===== src/rtl/bcd_counter_pkg.sv =====
`default_nettype none
// +------------------------------------------------------------------+
// | bcd_counter_pkg: BCD digit constants shared with display.        |
// | Rev 1.0 - initial release                                        |
// +------------------------------------------------------------------+
package bcd_counter_pkg;

  localparam int             BCD_W   = 4;
  localparam logic [BCD_W-1:0] BCD_MAX = 4'd9;
  localparam int             DIGITS  = 2;
  localparam int             DATA_W  = BCD_W * DIGITS;

  typedef logic [BCD_W-1:0] bcd_digit_t;

  // True when every nibble of a packed BCD word is a legal decimal digit.
  function automatic logic bcd_is_valid(input logic [DATA_W-1:0] value);
    logic ok;
    ok = 1'b1;
    for (int i = 0; i < DIGITS; i++) begin
      if (value[i*BCD_W +: BCD_W] > BCD_MAX) ok = 1'b0;
    end
    return ok;
  endfunction

endpackage
`default_nettype wire


===== src/rtl/tick_gen.sv =====
`default_nettype none
// +------------------------------------------------------------------+
// | tick_gen: free-running prescaler, tick on the last count value.  |
// | Rev 1.0 - initial release                                        |
// +------------------------------------------------------------------+
module tick_gen #(
  parameter int PRESCALE   = 100_000_000,
  parameter int PRESCALE_W = 27
) (
  input  logic clock,
  input  logic reset,
  input  logic enable,
  input  logic clear,
  output logic tick
);

  logic [PRESCALE_W-1:0] count_q;
  logic [PRESCALE_W-1:0] count_d;

  assign tick = (count_q == PRESCALE_W'(PRESCALE - 1));

  always_comb begin
    count_d = count_q;
    if (!enable || clear || tick) begin
      count_d = '0;
    end else begin
      count_d = count_q + PRESCALE_W'(1);
    end
  end

  always_ff @(posedge clock) begin
    if (reset) begin
      count_q <= '0;
    end else begin
      count_q <= count_d;
    end
  end

endmodule
`default_nettype wire


===== src/rtl/bcd_counter.sv =====
`default_nettype none
// +------------------------------------------------------------------+
// | bcd_counter: two-digit BCD up/down counter with load and carry.  |
// | Rev 1.0 - initial release                                        |
// +------------------------------------------------------------------+
module bcd_counter
  import bcd_counter_pkg::*;
#(
  parameter int PRESCALE   = 100_000_000,
  parameter int PRESCALE_W = 27
) (
  input  logic              clock,
  input  logic              reset,
  input  logic              enable,
  input  logic              up_down,
  input  logic              step,
  input  logic              load,
  input  logic [DATA_W-1:0] load_value,
  output logic [DATA_W-1:0] DATA,
  output logic              carry,
  output logic              load_err
);

  logic [DATA_W-1:0] data_q, data_d;
  logic              carry_q, carry_d;
  logic              load_err_q, load_err_d;
  logic              step_d_q, step_d_d;
  logic              armed_q, armed_d;

  logic       tick;
  logic       step_rise;
  logic       ev;
  logic       load_ok;
  logic       chain;
  logic       wrap;
  bcd_digit_t digit;

  assign load_ok = bcd_is_valid(load_value);

  tick_gen #(
    .PRESCALE   (PRESCALE),
    .PRESCALE_W (PRESCALE_W)
  ) u_tick_gen (
    .clock  (clock),
    .reset  (reset),
    .enable (enable),
    .clear  (load & load_ok),
    .tick   (tick)
  );

  // armed_q blocks a step that was already high during reset until it drops.
  assign step_rise = step & ~step_d_q & armed_q;
  assign ev        = (enable & tick) | step_rise;
  assign step_d_d  = step;
  assign armed_d   = armed_q | ~step;

  always_comb begin
    data_d     = data_q;
    carry_d    = 1'b0;
    load_err_d = 1'b0;
    chain      = 1'b1;
    wrap       = 1'b0;
    digit      = '0;
    if (load) begin
      if (load_ok) begin
        data_d = load_value;
      end else begin
        load_err_d = 1'b1;
      end
    end else if (ev) begin
      for (int i = 0; i < DIGITS; i++) begin
        digit = data_q[i*BCD_W +: BCD_W];
        if (chain) begin
          if (up_down) begin
            wrap = (digit == BCD_MAX);
            data_d[i*BCD_W +: BCD_W] = wrap ? '0 : digit + BCD_W'(1);
          end else begin
            wrap = (digit == '0);
            data_d[i*BCD_W +: BCD_W] = wrap ? BCD_MAX : digit - BCD_W'(1);
          end
          chain = wrap;
        end
      end
      carry_d = chain;
    end
  end

  always_ff @(posedge clock) begin
    if (reset) begin
      data_q     <= '0;
      carry_q    <= 1'b0;
      load_err_q <= 1'b0;
      step_d_q   <= 1'b0;
      armed_q    <= ~step;
    end else begin
      data_q     <= data_d;
      carry_q    <= carry_d;
      load_err_q <= load_err_d;
      step_d_q   <= step_d_d;
      armed_q    <= armed_d;
    end
  end

  assign DATA     = data_q;
  assign carry    = carry_q;
  assign load_err = load_err_q;

endmodule
`default_nettype wire


===== config.mk =====
export PLATFORM = sky130hd
export DESIGN_NAME = bcd_counter
export DESIGN_NICKNAME = d
export VERILOG_FILES = /design/src/rtl/bcd_counter_pkg.sv /design/src/rtl/tick_gen.sv /design/src/rtl/bcd_counter.sv
export SDC_FILE = /design/constraint.sdc
export NUM_CORES = 1
export LEC_CHECK = 0
export ABC_AREA = 1
export ABC_CLOCK_PERIOD_IN_PS = 1800
export CORE_MARGIN = 2
export CORE_UTILIZATION = 50
export CTS_CLUSTER_DIAMETER = 30
export DETAILED_ROUTE_END_ITERATION = 10
export PLACE_DENSITY_LB_ADDON = 0.12
export SETUP_SLACK_MARGIN = 0.15
export SLEW_MARGIN = 25
export SYNTH_ARGS = -nofsm -noshare
export SYNTH_HDL_FRONTEND = slang
export SYNTH_SLANG_ARGS = --single-unit

===== constraint.sdc =====
create_clock -name clock -period 1.8 [get_ports clock]
set_clock_uncertainty 0.2 [all_clocks]
set_input_delay 0.54 -clock clock [delete_from_list [all_inputs] [get_ports clock]]
set_output_delay 0.54 -clock clock [all_outputs]
set_load 0.02 [all_outputs]

==> flow_summary.rst <==
.. list-table::
   :header-rows: 1

   * - Metric
     - Value
   * - Status
     - finished, final reports clean
   * - Worst-case hold path end point
     - armed_q
   * - Data arrival, critical path
     - 1.75 ns
   * - Remaining DRCs
     - 0
   * - Antenna violations before repair
     - 0
   * - Height of the die
     - 72.8 µm
   * - Fin worst setup slack
     - 0.0360 ns
   * - Effective utilization at floorplan
     - 51.2%
   * - Slew at the pin with the worst max-slew slack
     - 0.306 ns
   * - Multi-input combinational cell area
     - 0.00171 mm²
   * - Clock Tree Buf Depth
     - 2
   * - Final net count
     - 446
   * - Global-route wire length before repair
     - 10400 µm
   * - Antenna-violating nets left
     - 0
   * - Leakage
     - 1.45 nW
   * - Maximum net fanout on the critical path
     - 6
   * - Maximum number of pins on one net before global-route repair
     - 11
   * - Post-CTS clock slew at the launch and capture registers of the worst setup and hold paths
     - 0.07 ns
   * - Kind of critical path
     - reg2reg
   * - Routed wirelength normalized by instance count
     - 13.9 µm
   * - Number of endpoints with negative hold slack in the final report
     - 0
   * - Place WS
     - -0.358 ns
   * - Number of levels the H-tree was split into
     - 2
   * - Unrepaired setup endpoints after global routing
     - true
   * - Commonest non-fill, non-tap cell in the layout
     - nand2_1
   * - Final-report setup violation count
     - 0
   * - Layout filler cell count
     - 349
   * - # diodes
     - 0
   * - Worst-case headroom to the max-slew limit
     - 79.6%
   * - Max-slew violation count
     - 0
   * - Top cell type by total area after synthesis
     - dfxtp_1
   * - Clock latency on the worst-skew pair
     - 0.29 ns
   * - Mapped Cells
     - 352
   * - Ranking of synthesized cells by area
     - dfxtp_1 33%, nand2_1 14%, nor2_1 7.4%
   * - Synthesized net count
     - 367
   * - Endpoint type of the worst setup path
     - flop
   * - Final design utilization
     - 76.2%
   * - Clock Sinks
     - 39
   * - Drt total wl
     - 6750 µm
   * - Count of hold buffers inserted by post-cts repair
     - 0
   * - Power density over cell area
     - 542 mW/mm²
   * - Post-DP HPWL
     - 4400 µm
   * - Maximum ir drop on the vdd rail
     - 0.321 mV
   * - Core ar.
     - 0.00463 mm²
   * - Cell Rows
     - 25
   * - Source of the worst hold timing path
     - armed_q
   * - TritonCTS clock tree
     - done
   * - Ratio of final minimum period to clock period
     - 98.0%
   * - Area occupied by registers
     - 817 µm²
   * - Endpoint of the worst register-to-register path
     - DATA[3]
   * - Data required time of the critical path
     - 1.78 ns
   * - Share of Yosys cell area claimed by the top area cell type
     - 33.0%
   * - Launching element type of the critical path
     - flop
   * - Fraction of layout instances using a drive strength above 1
     - 46.5%
   * - Weighted congestion at the end of routability-driven global placement
     - 0.923
   * - Count of port buffers added during placement
     - 23
   * - Via count of the first global-routing pass
     - 2379
   * - Fin Hold WS
     - 0.255 ns
   * - FF+latch count, synth
     - 39
   * - Count of vias placed by the detailed router
     - 2619
   * - Hold Crit Depth
     - 2
   * - Register-to-register path setup slack
     - 0.04 ns
   * - Final period demand of the worst path
     - 1.76 ns
   * - Worst flop-to-flop path startpoint
     - u_tick_gen.count_q[1]
   * - Total design power
     - 1.91 mW
   * - Total routing usage reported by global routing
     - 25.1%
   * - Worst Hold Class
     - reg2reg
   * - Root Driver
     - clkbuf_8
   * - Number of unique standard cell types used by synthesis
     - 38
   * - Final global-route overflow total
     - 0
   * - Yosys warning count
     - 0
   * - Netlist area before placement
     - 0.00237 mm²
   * - Io pins
     - 24
   * - Layout-stage area growth over the synthesis result
     - 49.0%
   * - Average instance area after synthesis
     - 6.73 µm²
   * - Drt first-iter violations
     - 196
   * - Router iterations before antenna repair
     - 4
   * - Leading cell types in the layout, fill and taps excluded
     - 72 x nand2_1, 41 x buf_4, 26 x nor2_1
   * - Max_cap viols
     - 0
   * - Depth of the worst register-to-register path
     - 12
   * - Part of the Yosys area used for sequential elements
     - 33.0%
   * - Max Clk Rate
     - 567 MHz
   * - Horizontal die dimension
     - 72.8 µm
   * - Number of buffers inserted during clock tree synthesis
     - 5
   * - Vias per cell
     - 5.41
   * - Die ar.
     - 0.00530 mm²
-- per-stage QoR --
stage	area [µm²]	TNS, ns	std cells
final	3530	0	484
after global routing	3530	-0.114	484
after CTS	3260	0	473
after detailed placement	2880	-10.83	451
after global placement	2880	-10.02	451
after floorplan	2380	0	352
-- area by class of cell --
cell class,instances,share of cell area [%]
multi-input cells,270,48.4
flip-flops and latches,39,23.1
repair buffers,76,20.2
inverters,39,4.29
clock buffers,6,2.06
well taps,54,1.91
-- worst max-delay path, stage by stage (launching register included) --
cell     delay (ns)
dfxtp_2        0.36
ha_4           0.16
inv_4          0.04
nor2_4         0.12
nand2_4        0.09
nor2_4         0.15
nand3_2        0.10
nand2_2        0.10
nand2_4        0.08
nand2_4        0.11
nand2_2        0.05
nand2_2        0.06
nor2_2         0.03
-- cells in the mapped netlist --
| cell type | instances |
|---|---|
| inv_2 | 8 |
| or2_2 | 2 |
| nor3b_1 | 2 |
| nand4_1 | 8 |
| xnor2_1 | 5 |
| ha_1 | 1 |
| nor2_4 | 3 |
| clkinv_1 | 1 |
| a31oi_1 | 1 |
| inv_1 | 29 |
| buf_4 | 2 |
| a21boi_0 | 1 |
| nand2_1 | 86 |
| nor4_2 | 2 |
| or2_0 | 3 |
| clkinv_2 | 1 |
| buf_2 | 1 |
| nand3_2 | 3 |
| nor3b_2 | 1 |
| xor2_1 | 7 |
| nor2_2 | 9 |
| nor2_1 | 47 |
| and2_1 | 1 |
| nand2_4 | 4 |
| dfxtp_1 | 39 |
| a21oi_1 | 21 |
| nand3b_1 | 1 |
| nand2_2 | 6 |
| o21ai_0 | 11 |
| o21ai_2 | 2 |
| mux2i_1 | 2 |
| nand4_4 | 1 |
| nor3_2 | 3 |
| nand3_1 | 28 |
| o21ai_1 | 1 |
| nor3_1 | 7 |
| buf_1 | 1 |
| or2_1 | 1 |
-- cells by family after synthesis --
group | share of synthesized area (%)
fa+ha+maj | 0.528
simple gates | 45.7
mux | 0.845
compound gates | 8.29
buf+inv | 7.24
flops | 33.0
xor+xnor | 4.44
-- state kept, by name, indices dropped and copies added, names as in the netlist --
name                cells
armed_q                 1
carry                   1
u_tick_gen.count_q     27
DATA                    8
load_err                1
step_d_q                1
-- how the worst max path moves through the flow --
| stage | start | end |
|---|---|---|
| 4_1_cts | u_tick_gen.count_q[0] | DATA[3] |
| 2_1_floorplan | up_down | DATA[5] |
| 3_3_place_gp | load_value[2] | DATA[5] |
| 5_1_grt | u_tick_gen.count_q[1] | DATA[3] |
| 6_report | u_tick_gen.count_q[1] | DATA[3] |
| 3_5_place_dp | load_value[2] | u_tick_gen.count_q[12] |
-- per-layer routing --
layer	track usage, %	vias to the layer above	wire, µm
met5	0	-	0
met4	9.26	0	153
met2	44.9	65	3480
met3	3.87	19	257
met1	30.0	1241	2850
li1	-	1294	-
-- what timing repair did --
action	4_1_cts	5_1_grt
pin swaps	16	33
endpoints found under the setup margin	45	40
gates cloned	3	0
resized for setup	89	80
setup buffers	13	11
-- power breakdown --
part / switching, mW / leakage, nW / internal, mW
Sequential: 0.0161 / 0.328 / 0.880
Clock: 0.291 / 0.0371 / 0.258
Combinational: 0.255 / 1.08 / 0.214
Total: 0.562 / 1.45 / 1.35
Note: power is estimated with default switching activity, not from simulation.
